<file path="config.mk">
export PLATFORM = sky130hd
export DESIGN_NAME = key_expand_ctrl
export DESIGN_NICKNAME = d
export VERILOG_FILES = /design/src/rtl/key_expand_ctrl_pkg.sv /design/src/rtl/key_expand_ctrl_key_store.sv /design/src/rtl/key_expand_ctrl.sv
export SDC_FILE = /design/constraint.sdc
export NUM_CORES = 2
export LEC_CHECK = 0
export CORE_MARGIN = 4
export CORE_UTILIZATION = 52
export DETAILED_ROUTE_END_ITERATION = 16
export PLACE_DENSITY = 0.74
export SYNTH_ARGS = -nofsm -noshare
export SYNTH_HDL_FRONTEND = slang
export SYNTH_SLANG_ARGS = --single-unit
export TNS_END_PERCENT = 20
</file>
<file path="constraint.sdc">
create_clock -name clk -period 12.2 [get_ports clk]
set_input_delay 1.22 -clock clk [delete_from_list [all_inputs] [get_ports clk]]
set_output_delay 1.22 -clock clk [all_outputs]
set_load 0.02 [all_outputs]
</file>
<file path="src/rtl/key_expand_ctrl_pkg.sv">
// Shared types and constants for the AES-128 key-expansion controller:
// FSM state encoding, round count, watchdog limit and the round-constant table.
package key_expand_ctrl_pkg;

  typedef enum logic [2:0] {
    S_IDLE,
    S_REQ,
    S_WAIT,
    S_GAP,
    S_DONE
  } state_e;

  localparam logic [3:0]  NUM_ROUNDS = 4'd10;
  localparam int unsigned NUM_KEYS   = 11;
  localparam logic [7:0]  WD_LIMIT   = 8'd255;

  // Round constant for rounds 1..10; anything else maps to zero.
  function automatic logic [7:0] rcon_of(input logic [3:0] round);
    case (round)
      4'd1:    return 8'h01;
      4'd2:    return 8'h02;
      4'd3:    return 8'h04;
      4'd4:    return 8'h08;
      4'd5:    return 8'h10;
      4'd6:    return 8'h20;
      4'd7:    return 8'h40;
      4'd8:    return 8'h80;
      4'd9:    return 8'h1b;
      4'd10:   return 8'h36;
      default: return 8'h00;
    endcase
  endfunction

endpackage

</file>
<file path="src/rtl/key_expand_ctrl_key_store.sv">
// Round-key storage: 11 x 128-bit entries, one write port, one registered read
// port. Out-of-range read indices return zero; a same-cycle write is not bypassed.
module key_store
  import key_expand_ctrl_pkg::*;
(
  input  logic         clk,
  input  logic         rst,
  input  logic         we,
  input  logic [3:0]   waddr,
  input  logic [127:0] wdata,
  input  logic [3:0]   raddr,
  output logic [127:0] rdata
);

  logic [127:0] mem_q [NUM_KEYS];
  logic [127:0] rdata_d, rdata_q;

  always_comb begin
    rdata_d = '0;
    if (raddr <= NUM_ROUNDS) rdata_d = mem_q[raddr];
  end

  // NOTE: the storage array has no reset; its contents are don't-care until
  // written, and leaving it unreset lets it map onto plain RAM/flop arrays.
  always_ff @(posedge clk) begin
    if (we && (waddr <= NUM_ROUNDS)) mem_q[waddr] <= wdata;
  end

  always_ff @(posedge clk) begin
    if (rst) rdata_q <= '0;
    else     rdata_q <= rdata_d;
  end

  assign rdata = rdata_q;

endmodule

</file>
<file path="src/rtl/key_expand_ctrl.sv">
// AES-128 key-expansion controller: sequences ten KeySchedule requests, stores
// the 11 round keys, and serves registered round-key reads.
module key_expand_ctrl
  import key_expand_ctrl_pkg::*;
(
  input  logic         clk,
  input  logic         rst,
  input  logic         start,
  input  logic [127:0] cipher_key_i,
  output logic         ks_en_o,
  output logic [7:0]   ks_rcon_o,
  output logic [127:0] ks_key_o,
  input  logic         ks_key_flag_i,
  input  logic [127:0] ks_key_i,
  input  logic [3:0]   rd_round_i,
  output logic [127:0] rd_key_o,
  output logic         busy_o,
  output logic         done_o,
  output logic         keys_valid_o,
  output logic         err_o
);

  state_e       state_q, state_d;
  logic [3:0]   round_q, round_d;
  logic [7:0]   wd_q, wd_d;
  logic         keys_valid_q, keys_valid_d;
  logic         err_q, err_d;
  logic [127:0] prev_key_q, prev_key_d;

  logic         start_ok, capture, wd_expired;
  logic         we;
  logic [3:0]   waddr;
  logic [127:0] wdata;

  assign start_ok   = (state_q == S_IDLE) && start;
  assign capture    = (state_q == S_WAIT) && ks_key_flag_i;
  assign wd_expired = (state_q == S_WAIT) && !ks_key_flag_i && (wd_q == WD_LIMIT - 8'd1);

  // NOTE: state elements use non-blocking assignments so every flop samples
  // the pre-edge values, independent of statement order.
  always_ff @(posedge clk) begin
    if (rst) begin
      state_q      <= S_IDLE;
      round_q      <= '0;
      wd_q         <= '0;
      keys_valid_q <= 1'b0;
      err_q        <= 1'b0;
      prev_key_q   <= '0;
    end else begin
      state_q      <= state_d;
      round_q      <= round_d;
      wd_q         <= wd_d;
      keys_valid_q <= keys_valid_d;
      err_q        <= err_d;
      prev_key_q   <= prev_key_d;
    end
  end

  // NOTE: every combinational output gets a default first so no path leaves
  // it unassigned, which would otherwise infer a latch.
  always_comb begin
    state_d = state_q;
    case (state_q)
      S_IDLE: if (start) state_d = S_REQ;
      S_REQ:  state_d = S_WAIT;
      S_WAIT: begin
        if (ks_key_flag_i)   state_d = S_GAP;
        else if (wd_expired) state_d = S_IDLE;
      end
      S_GAP:  state_d = (round_q < NUM_ROUNDS) ? S_REQ : S_DONE;
      S_DONE: state_d = S_IDLE;
      default: state_d = S_IDLE;
    endcase
  end

  // prev_key_q mirrors entry[round-1] so the request path needs no second read port.
  always_comb begin
    round_d      = round_q;
    wd_d         = wd_q;
    keys_valid_d = keys_valid_q;
    err_d        = wd_expired;
    prev_key_d   = prev_key_q;
    if (start_ok) begin
      round_d      = 4'd1;
      keys_valid_d = 1'b0;
      prev_key_d   = cipher_key_i;
    end
    if (state_q == S_REQ) wd_d = '0;
    if ((state_q == S_WAIT) && !ks_key_flag_i) wd_d = wd_expired ? 8'd0 : wd_q + 8'd1;
    if (capture) prev_key_d = ks_key_i;
    if ((state_q == S_GAP) && (round_q < NUM_ROUNDS)) round_d = round_q + 4'd1;
    if (state_q == S_DONE) keys_valid_d = 1'b1;
    if (wd_expired) keys_valid_d = 1'b0;
  end

  always_comb begin
    ks_en_o      = (state_q == S_REQ) || (state_q == S_WAIT);
    ks_rcon_o    = 8'h00;
    ks_key_o     = '0;
    if (ks_en_o) begin
      ks_rcon_o = rcon_of(round_q);
      ks_key_o  = prev_key_q;
    end
    busy_o       = (state_q != S_IDLE);
    done_o       = (state_q == S_DONE);
    keys_valid_o = keys_valid_q;
    err_o        = err_q;
  end

  assign we    = start_ok || capture;
  assign waddr = start_ok ? 4'd0 : round_q;
  assign wdata = start_ok ? cipher_key_i : ks_key_i;

  key_store u_key_store (
    .clk   (clk),
    .rst   (rst),
    .we    (we),
    .waddr (waddr),
    .wdata (wdata),
    .raddr (rd_round_i),
    .rdata (rd_key_o)
  );

endmodule

</file>
==> summary.md <==
| Metric | Value |
|---|---|
| Drt wl/cell | 24.9 um |
| Mean Syn Cell Area | 16.1 um2 |
| Placed wire-length estimate | 89,300 um |
| Worst Reg2Reg Path Length in Cells | 7 |
| Fin crit period | 5.42 ns |
| Actual slew at the worst max-slew pin | 1.11 ns |
| Dominant cells by area after synthesis | edfxtp_1 (65%), mux4_2 (8.9%), dfxtp_1 (8.7%) |
| Die Ht | 361 um |
| Critical Path Fanout Max | 86 |
| DRT Pass-1 Iters | 6 |
| Synth top area share | 65.2% |
| Number of global-route vias before repair | 37.4k |
| Top_reg_cell synth | edfxtp_1 |
| Setup TNS | 0 ns |
| Share of layout cells above drive strength 1 | 12.7% |
| Syn Inst Count | 4,018 |
| Post-CTS sizing | 0 |
| Mapped cell area | 0.0648 mm2 |
| Clock Tree Buf Depth | 3 |
| Count of hold-fix buffers inserted at cts | 0 |
| Most Crowded Layer GR | met2 |
| Drt drc | 0 |
| Startpoint types | flip-flop |
| Via count | 36.7k |
| Fin crit share | 44.4% |
| Synth cell types | 45 |
| Input/output buffers | 532 |
| I/O pin count | 533 |
| Skew final | 0.0271 ns |
| First-pass GRT wire length | 234,000 um |
| Multi-input gate area | 0.0159 mm2 |
| Critical path cell sequence | xnor2_1 -> nor2_4 -> buf_4 -> buf_4 -> and2_1 -> clkdlybuf4s50_1 |
| Starting Density | 52.3% |
| First-iteration detailed-routing DRC count | 3,199 |
| Yosys warns | 0 |
| Detail Route Antenna Nets | 0 |
| Final Net Count | 4,786 |
| Vias/cell | 5.82 |
| Register area | 0.0479 mm2 |
| Htree depth | 4 |
| Area of the die | 0.130 mm2 |
| Routed wire length | 157,000 um |
| Crit end category | output port |
| Maximum clock rate | 185 MHz |
| Syn Nets | 4,289 |
| Register bit count reported by yosys | 1,689 |
| Core Region | 0.124 mm2 |
| Arrival time worst endpoint | 4.20 ns |
| Sequential-to-total area share from yosys stat | 73.9% |
| Final Non-Filler Cells | 6,299 |
| Hold slack | 0.470 ns |
| Worst skew pair latency | 0.76 ns |
| GP Congestion | 0.767 |
| Met3 Use GR | 4.27% |
| Met1 GRT Util | 32.0% |
| Synth-to-Final Area Change | 19.0% |
| Largest net degree at the start of global routing | 138 |
| Clk sinks | 1,689 |
| Fillcell total | 8,767 |
| Congestion Overflow GR | 0 |
| Met2 Track Usage GR | 39.8% |
| Headroom to the max-slew limit | 25.7% |
| CTS tree | yes |
| RSZ-0062 raised after global routing | no |
| Register clock-pin slew on the reported worst setup and hold paths | 0.06 ns |
| Slowest CP cell | buf_4 |
| Final Slew Violations | 0 |
| CP delay by family, top | buffers and inverters |
| Initial antenna violation count | 4 |
| Max incr delay on CP | 0.72 ns |
| Die Wd | 361 um |
| Max Cap Viol | 0 |
| Number of synthesized flops with an enable pin | 1,408 |
| Crit path kind | reg -> out |
| Placement Rows | 129 |
| Status | complete, no violations |
| CTS Root Cell | clkbuf_16 |
| Biggest area consumer among synthesized cells | edfxtp_1 |
| Setup bufs post-CTS | 0 |
| PD cells | 172 mW/mm2 |
| Min-delay worst type | reg -> reg |
| CP Buf/Inv Count | 3 |
| Critical path depth | 6 |
| Dpl cells | 5,984 |
| Num CTS Buffers | 166 |
| Total GRT Usage | 23.8% |
| Required time worst endpoint | 10.98 ns |
| Asr flop ratio synth | 0% |
| Leak | 25.7 nW |
| Worst Hold Depth | 2 |
| CP most frequent cell | buf_4 |
| Util after Layout | 62.3% |
| Final hold violation count | 0 |
| Final setup viols | 0 |
| Peak supply drop | 140 uV |
==> Yosys cell counts (all sizes together), types with 69 or more instances <==
cell type	number
clkbuf	197
nand2	652
a31oi	131
dfxtp	281
a21oi	137
a211oi	261
nor2	152
buf	69
mux4	256
edfxtp	1408
and2	138
mux2i	131
nor2b	131
==> metrics by stage <==
stage | instance area [um2] | total power, mW | setup slack, ns
2_1_floorplan | 64800 | 7.72 | 0.713
3_3_place_gp | 71700 | 8.34 | 6.00
3_5_place_dp | 71700 | 8.38 | 5.98
4_1_cts | 77100 | 13.3 | 6.74
5_1_grt | 77100 | 13.7 | 6.54
6_report | 77100 | 13.2 | 6.78
==> worst register-to-register path, stage by stage, from the launching register on <==
cell	delay (ns)
dfxtp_1	0.59
nor4bb_4	0.41
buf_4	0.82
buf_4	0.77
nand3b_1	0.37
nor3_2	0.22
buf_4	0.55
buf_4	0.77
==> metal layers <==
metal,up-vias,part of all wire [%],wire [um]
met3,248,7.0,11000
met5,-,0.0083,13
met4,2,3.0,4770
li1,16400,-,-
met2,1366,50,78000
met1,18700,40,62900
==> logic make-up (layout without fill, tap and decap cells) <==
group,after synthesis,count (layout),synth area share (%)
AND/OR/NAND/NOR,1114,1114,7.69
AO/OA/AOI/OAI,544,544,5.54
adder cells (fa/ha/maj),7,7,0.135
buffers and inverters,275,916,1.77
flip-flops,1689,1689,73.9
XOR/XNOR,2,2,0.0270
multiplexers,387,387,10.9
other,0,3,0
==> cell type report <==
type / count / area share [%]
antenna: 3 / 0.00974
clock buffer: 237 / 6.05
clock inverter: 75 / 0.920
inverter: 9 / 0.0438
multi-input combinational: 2054 / 20.6
sequential: 1689 / 62.1
tap: 1637 / 2.66
timing repair buffer: 595 / 7.58
==> report_power, final <==
group	internal, mW	switching, mW	leakage [nW]
registers	6.69	0.0791	15.1
logic	0.493	0.998	7.95
clock network	2.86	2.13	2.63
==> cells in the final DEF, fill, tap and decap left out, types with 10 or more instances in the layout <==
cell type / Yosys / final
edfxtp_1: 1408 / 1408
nor2_4: 0 / 10
clkinv_1: 0 / 17
buf_4: 18 / 61
clkbuf_8: 0 / 20
mux2i_1: 131 / 131
a21oi_1: 137 / 137
mux4_2: 256 / 256
a211oi_1: 261 / 261
clkinv_2: 0 / 28
nor2_1: 152 / 142
nor2b_1: 131 / 131
a31oi_1: 131 / 131
clkdlybuf4s50_1: 0 / 527
clkbuf_16: 0 / 168
nand2_1: 652 / 652
and2_1: 138 / 138
clkbuf_1: 197 / 49
dfxtp_1: 281 / 281
==> state kept, by name (all words and copies together), names as in the netlist, named ones only <==
| signal | flops |
|---|---|
| u_key_store.mem_q | 1408 |
| prev_key_q | 128 |
| u_key_store.rdata | 128 |
| wd_q | 8 |
| round_q | 4 |
| state_q | 3 |
| err_o | 1 |
| keys_valid_o | 1 |
==> path summary, 6_finish.rpt <==
kind	from	end	slack, ns
max	state_q[0]	ks_rcon_o[4]	6.78
min	prev_key_q[76]	prev_key_q[76]	0.47
max reg2reg	state_q[1]	u_key_store.mem_q[8][28]	7.25
min reg2reg	prev_key_q[76]	prev_key_q[76]	0.47
Power figures use the tool's default switching activity.
